$ cat src/rtl/vca.sv
// vca: envelope-controlled amplifier using a sequential shift-add multiplier.
// Optional envelope smoothing is enabled by defining VCA_ENV_SMOOTH_EN.
module vca #(
  parameter int SAMPLE_W = 16,
  parameter int ENV_W    = 24
) (
  input  logic                       clk,
  input  logic                       rst,
  input  logic                       low_clk,
  input  logic signed [SAMPLE_W-1:0] sample_in,
  input  logic        [ENV_W-1:0]    env_in,
  output logic signed [SAMPLE_W-1:0] sample_out,
  output logic                       sample_valid,
  output logic                       busy,
  output logic                       overrun
);

  localparam int ACC_W = SAMPLE_W + ENV_W;
  localparam int CNT_W = $clog2(ENV_W);
  localparam logic [CNT_W-1:0] CNT_LAST = CNT_W'(ENV_W - 1);
  localparam logic signed [ACC_W-1:0] ROUND = ACC_W'(1) << (ENV_W - 1);

  typedef enum logic [1:0] {
    IDLE,
    MUL,
    DONE
  } state_t;

  state_t                     state_q, state_d;
  logic signed [ACC_W-1:0]    mcand_q, mcand_d;
  logic        [ENV_W-1:0]    mplier_q, mplier_d;
  logic signed [ACC_W-1:0]    acc_q, acc_d;
  logic        [CNT_W-1:0]    cnt_q, cnt_d;
  logic signed [SAMPLE_W-1:0] sample_out_q, sample_out_d;
  logic                       sample_valid_q, sample_valid_d;
  logic                       busy_q, busy_d;
  logic                       overrun_q, overrun_d;
  logic        [ENV_W-1:0]    env_eff;

`ifdef VCA_ENV_SMOOTH_EN
  logic        [ENV_W-1:0]    env_s_q, env_s_d;
  logic signed [ENV_W:0]      env_diff;
  logic        [ENV_W-1:0]    env_s_next;
`endif

  always_comb begin
    state_d        = state_q;
    mcand_d        = mcand_q;
    mplier_d       = mplier_q;
    acc_d          = acc_q;
    cnt_d          = cnt_q;
    sample_out_d   = sample_out_q;
    sample_valid_d = 1'b0;
    overrun_d      = overrun_q;
    env_eff        = env_in;
`ifdef VCA_ENV_SMOOTH_EN
    // One-pole filter; the step is added modulo 2^ENV_W, which is exact because env_s stays in range.
    env_diff   = $signed({1'b0, env_in}) - $signed({1'b0, env_s_q});
    env_s_next = env_s_q + ENV_W'(env_diff >>> 4);
    env_s_d    = env_s_q;
    env_eff    = env_s_next;
`endif

    case (state_q)
      IDLE: begin
        if (low_clk) begin
          mcand_d  = {{ENV_W{sample_in[SAMPLE_W-1]}}, sample_in};
          mplier_d = env_eff;
          acc_d    = '0;
          cnt_d    = '0;
          state_d  = MUL;
`ifdef VCA_ENV_SMOOTH_EN
          env_s_d  = env_s_next;
`endif
        end
      end
      MUL: begin
        if (mplier_q[0]) begin
          acc_d = acc_q + mcand_q;
        end
        mcand_d  = mcand_q << 1;
        mplier_d = mplier_q >> 1;
        cnt_d    = cnt_q + CNT_W'(1);
        if (cnt_q == CNT_LAST) begin
          state_d = DONE;
        end
      end
      DONE: begin
        sample_out_d   = SAMPLE_W'((acc_q + ROUND) >>> ENV_W);
        sample_valid_d = 1'b1;
        state_d        = IDLE;
      end
      default: state_d = IDLE;
    endcase

    if (low_clk && (state_q != IDLE)) begin
      overrun_d = 1'b1;
    end
    // busy also covers the valid-pulse cycle after DONE
    busy_d = (state_d != IDLE) || (state_q == DONE);
  end

  always_ff @(posedge clk) begin
    if (!rst) begin
      state_q        <= IDLE;
      mcand_q        <= '0;
      mplier_q       <= '0;
      acc_q          <= '0;
      cnt_q          <= '0;
      sample_out_q   <= '0;
      sample_valid_q <= 1'b0;
      busy_q         <= 1'b0;
      overrun_q      <= 1'b0;
`ifdef VCA_ENV_SMOOTH_EN
      env_s_q        <= '0;
`endif
    end else begin
      state_q        <= state_d;
      mcand_q        <= mcand_d;
      mplier_q       <= mplier_d;
      acc_q          <= acc_d;
      cnt_q          <= cnt_d;
      sample_out_q   <= sample_out_d;
      sample_valid_q <= sample_valid_d;
      busy_q         <= busy_d;
      overrun_q      <= overrun_d;
`ifdef VCA_ENV_SMOOTH_EN
      env_s_q        <= env_s_d;
`endif
    end
  end

  assign sample_out   = sample_out_q;
  assign sample_valid = sample_valid_q;
  assign busy         = busy_q;
  assign overrun      = overrun_q;

endmodule

$ cat config.mk
export PLATFORM = sky130hd
export DESIGN_NAME = vca
export DESIGN_NICKNAME = d
export VERILOG_FILES = /design/src/rtl/vca.sv
export SDC_FILE = /design/constraint.sdc
export NUM_CORES = 1
export LEC_CHECK = 0
export BUFFER_PORTS_ARGS = -buffer_cell sky130_fd_sc_hd__clkbuf_2
export CORE_ASPECT_RATIO = 1.1
export CORE_MARGIN = 1.5
export CORE_UTILIZATION = 54
export DETAILED_ROUTE_END_ITERATION = 12
export PLACE_DENSITY = 0.75
export SYNTH_ARGS = -nofsm -noshare
export SYNTH_HDL_FRONTEND = slang
export SYNTH_SLANG_ARGS = --single-unit
$ cat constraint.sdc
create_clock -name clk -period 2.8 [get_ports clk]
set_clock_uncertainty 0.05 [all_clocks]
set_input_delay 0.14 -clock clk [delete_from_list [all_inputs] [get_ports clk]]
set_output_delay 0.14 -clock clk [all_outputs]
set_load 0.02 [all_outputs]
Word-level counts from Yosys, hierarchy flattened
Cells that the tools add are included.

Bits in registers: 130. Input bits: 43.

$add $sub $neg: 3. Equal/unequal tests: 5. Multiplexer cells: 13. Reductions and logical operators: 8.

Operator list (count): $pmux W40 S2 (2); $mux W40 (3); $pmux W24 S2 (1); $add A40 B25 Y40 const B (1); $add A40 B40 Y40 (1); $mux W24 (1); $pmux W5 S2 (1); $reduce_bool A2 Y1 (3); $add A5 B1 Y5 const B (1); $eq A5 B5 Y1 const B (1); $mux W5 (1); $mux W2 (2); $ne A2 B2 Y1 const B (2); $pmux W2 S2 (1); $reduce_and A3 Y1 (1); $eq A2 B1 Y1 const B (1); $eq A2 B2 Y1 const B (1); $logic_not A2 Y1 (1); $reduce_and A2 Y1 (1); $logic_and A1 B1 Y1 (1); $logic_or A1 B1 Y1 (1); $mux W1 (1).

Depth between registers and ports, before layout
Depth in word-level cells: 5. Mapped depth: 11.

Least setup slack after synthesis
Ideal clock, no wire load.

Kind: flip-flop to flip-flop. Start: register mcand_q[0]. End: register acc_q[24]. Library setup time: 0.126 ns. Data arrival time: 2.436 ns. Required time: 2.624 ns. Path slack: 0.188 ns. Cell stages (with the launch flop): 12. Period minus slack after synthesis: 2.612 ns. Cell sequence: dfxtp_1 ha_1 fa_1 a211oi_1 o21ai_1 o2111ai_1 a31o_1 o31ai_1 a311o_1 a21oi_1 xor2_1 o21ai_1.

Word-level cells in the longest chain between the ends: 3.

Ends and longest elaborated chain: start: declaration (RTL line 30) `logic signed [ACC_W-1:0] mcand_q, mcand_d;`; start signal: assignment (RTL line 119) `mcand_q <= mcand_d;`; $add A40 B40 Y40 (RTL line 79) `acc_d = acc_q + mcand_q;`; $mux W40 (RTL line 78) `if (mplier_q[0]) begin`; $pmux W40 S2 (RTL line 64) `case (state_q)`; end signal: assignment (RTL line 108) `acc_q <= '0;`; end signal: assignment (RTL line 121) `acc_q <= acc_d;`; end: declaration (RTL line 32) `logic signed [ACC_W-1:0] acc_q, acc_d;`.

Every way passes these cells. The select of a mux whose other input is x is not followed. A chain may end at the register's enable or synchronous reset.

Worst setup path in the final report
Start: register mcand_q[0]. End: register acc_q[36].

Same word-level chain as after synthesis.

==> summary.md <==
| Metric | Value |
|---|---|
| Placed insts | `1100` |
| Initial Utilization | `0.551` |
| Comb pwr share | `0.125` |
| Hold Crit Class | `in2reg` |
| Clock Path Buffers | `2` |
| Syn Inst Count | `between 900 and 1000` |
| Clk_lat worst skew | `0.43 ns` |
| Asr flop ratio synth | `0` |
| Post-synthesis cell type count | `between 70 and 80` |
| CP required | `around 3.1 ns` |
| PortBufs | `just over 60` |
| Clock sink count | `between 100 and 150` |
| Largest net degree at the start of global routing | `just over 40` |
| Die ar. | `0.0141 mm^2` |
| Slew headroom | `0.392` |
| Row count | `44` |
| Pint | `between 3 and 4 mW` |
| # setup viols final | `0` |
| Seq cells post-synth | `between 100 and 150` |
| Seq pwr share | `0.410` |
| GPL Wtd Cong | `roughly 0.89` |
| Fmax | `0.372 GHz` |
| Routed wire length | `17.5 mm` |
| Crit path max fanout | `4` |
| Fin crit period | `between 2 and 3 ns` |
| Vias in the first global route | `between 6000 and 7000` |
| Total gr overflow | `0` |
| Hold Startpoint | `sample_in[12]` |
| Post-synth EDFFs | `0` |
| Main synth FF type | `dfxtp_1` |
| Crit path setup slack, layout | `roughly 0.11 ns` |
| Switching power | `1.29 mW` |
| Pre-CTS setup slack | `0.0164 ns` |
| Synth area leaders | `dfxtp_1 36%, o21ai_0 7.6%, ha_1 7.1%` |
| Switch share | `0.262` |
| Initial antenna violation count | `0` |
| Number of CTS-inserted buffers | `17` |
| Vias | `6686` |
| Clk root buf | `clkbuf_16` |
| Power per cell area | `around 570 mW/mm^2` |
| WP data arrival | `between 2 and 3 ns` |
| Fillers | `between 1000 and 1500` |
| DRC violation count after routing | `0` |
| DR WL/cell | `~15 um` |
| Ports | `62` |
| Hold WS | `roughly 0.035 ns` |
| Final hold viol count | `0` |
| Syn_nets | `between 900 and 1000` |
| Max Slew Vio Count | `0` |
| Post-route ant nets | `0` |
| P&R area growth vs syn | `19.1%` |
| Synth warn | `0` |
| DP Area | `0.00768 mm^2` |
| Crit path from | `mcand_q[0]` |
| Commonest cells after routing, fill and taps aside | `128 x dfxtp_1, 110 x o21ai_0, 105 x nor2_1, 94 x a21oi_1, 92 x nand2_1` |
| Multi-input gate area | `roughly 0.0045 mm^2` |
| Outcome | `complete, no violations` |
| Layout cells sized above 1 | `0.164` |
| Leakage Power | `roughly 3.7 nW` |
| Yosys top cell area share | `0.361` |
| Total GRT Usage | `0.247` |
| Fin nets | `around 1100` |
| Initial drt markers | `355` |
| Area leader, netlist | `dfxtp_1` |
| Post-synthesis sequential area ratio | `0.361` |
| VDD IR max | `roughly 0.4 mV` |
| Setup Crit Path Kind | `reg2reg` |
| Post-route design area | `between 0.008 and 0.009 mm^2` |
| Unrepaired setup endpoints after global routing | `true` |
| Setup crit end kind | `flip-flop` |
| Non-filler cells in the finished layout | `about 1200` |
| First-pass GRT wire length | `about 28 mm` |
| Vias/cell | `between 5 and 6` |
| Final Cycle Share | `0.960` |
| CORE AREA | `0.0131 mm^2` |
| Die Ht | `around 120 um` |
| Clk pwr share | `0.465` |
| Commonest non-fill, non-tap cell in the layout | `dfxtp_1` |
| FF-to-FF Start | `mcand_q[0]` |
| Mapped Area | `0.00722 mm^2` |
| Mean Syn Cell Area | `~8 um^2` |
| Register area | `0.00261 mm^2` |
| DRT Pass-1 Iters | `5` |
| CP Launch Type | `flip-flop` |
| Slew @ Worst Pin | `0.910 ns` |
| Diodes inserted | `0` |
| DIE WIDTH | `~110 um` |
| Maximum Capacitance Violations | `0` |
| Depth of the CTS H-tree | `4` |
| Clock-pin slew on the worst setup and hold paths | `about 0.060 ns` |
| CTS tree | `yes` |
| Detailed placement HPWL | `about 11 mm` |
==> sequential cells by signal, summed over array words and instances, names as in the netlist <==
name          count
mplier_q         24
overrun           1
sample_out       16
mcand_q          40
busy              1
state_q           2
sample_valid      1
cnt_q             5
acc_q            40
==> power groups by stage <==
stage          registers, mW  logic (mW)  clock network, mW
2_1_floorplan           2.04       0.438                  0
3_3_place_gp            2.05       0.569                  0
3_5_place_dp            2.05       0.575                  0
4_1_cts                 2.02       0.597               2.31
5_1_grt                 2.03       0.688               2.41
6_report                2.02       0.617               2.29
==> cells in the mapped netlist, types with 5 or more instances <==
master and n:
o21bai_1 5, nor2b_1 7, ha_1 41, o211a_1 9, a22oi_1 16, dfxtp_1 130, and3_1 12, o21ai_0 110
buf_1 6, a21o_1 18, clkbuf_1 42, nand4_1 7, xor2_1 25, nand2_1 92, nand3_1 25, o21ai_1 16
nor3_1 10, nor2_1 108, o22ai_1 14, a211oi_1 13, a21oi_1 94, inv_1 9, xnor2_1 18
==> worst max-delay path, stage by stage, from the launching register on <==
cell       delay [ns]
dfxtp_2          0.33
ha_2             0.18
fa_2             0.21
a211oi_1         0.07
o21ai_1          0.21
o2111ai_2        0.18
a31o_4           0.31
o311ai_4         0.32
a41oi_4          0.21
o31ai_4          0.22
mux2i_1          0.20
nand3_1          0.08
==> final timing paths <==
check | endpoint | slack (ns) | depth (start not counted)
worst min-delay path | mcand_q[12] | 0.04 | 3
worst max register to register | acc_q[36] | 0.11 | 11
worst max-delay path | acc_q[36] | 0.11 | 11
worst min register to register | acc_q[21] | 0.41 | 2
==> per-stage QoR <==
| step | setup TNS (ns) | power, mW | utilization |
|---|---|---|---|
| final | 0 | 4.93 | 0.656 |
| after global routing | -0.122 | 5.13 | 0.656 |
| after CTS | 0 | 4.92 | 0.645 |
| after detailed placement | 0 | 2.63 | 0.586 |
| after global placement | 0 | 2.62 | 0.586 |
| after floorplan | 0 | 2.48 | - |
==> cells by family (layout without fill, tap and decap cells) <==
group                      count (synthesis)  count (layout)  synth area share
AOI/OAI and AO/OA                        338             338             0.289
and+or+nand+nor                          284             284             0.177
DFF                                      130             130             0.361
buffers and inverters                     65             148            0.0413
xor gates and xnor gates                  43              43            0.0522
adders and majority gates                 42              42            0.0739
muxes                                      4               4           0.00555
==> layout make-up <==
| cell class | count | area share |
|---|---|---|
| clock buffer | 19 | 0.0527 |
| clock inverter | 13 | 0.0186 |
| inverter | 10 | 0.00437 |
| multi-input combinational | 711 | 0.518 |
| sequential | 130 | 0.303 |
| tap | 161 | 0.0234 |
| timing repair buffer | 106 | 0.0792 |
==> metal layers <==
layer  part of all wire  global-route usage  up-vias
li1                   -                   -     3408
met1               0.46               0.316     3065
met2               0.48               0.412      184
met3              0.050              0.0586       29
met4              0.017              0.0750        0
met5                  0                   0        -
==> what timing repair did <==
action                                 4_1_cts  5_1_grt
pin swaps                                    1        6
setup endpoints to repair                    1       13
hold buffers                                15        0
gates resized for setup                      1       19
buffers inserted                             0        3
endpoints found under the hold margin       15        0
Power figures use the tool's default switching activity.
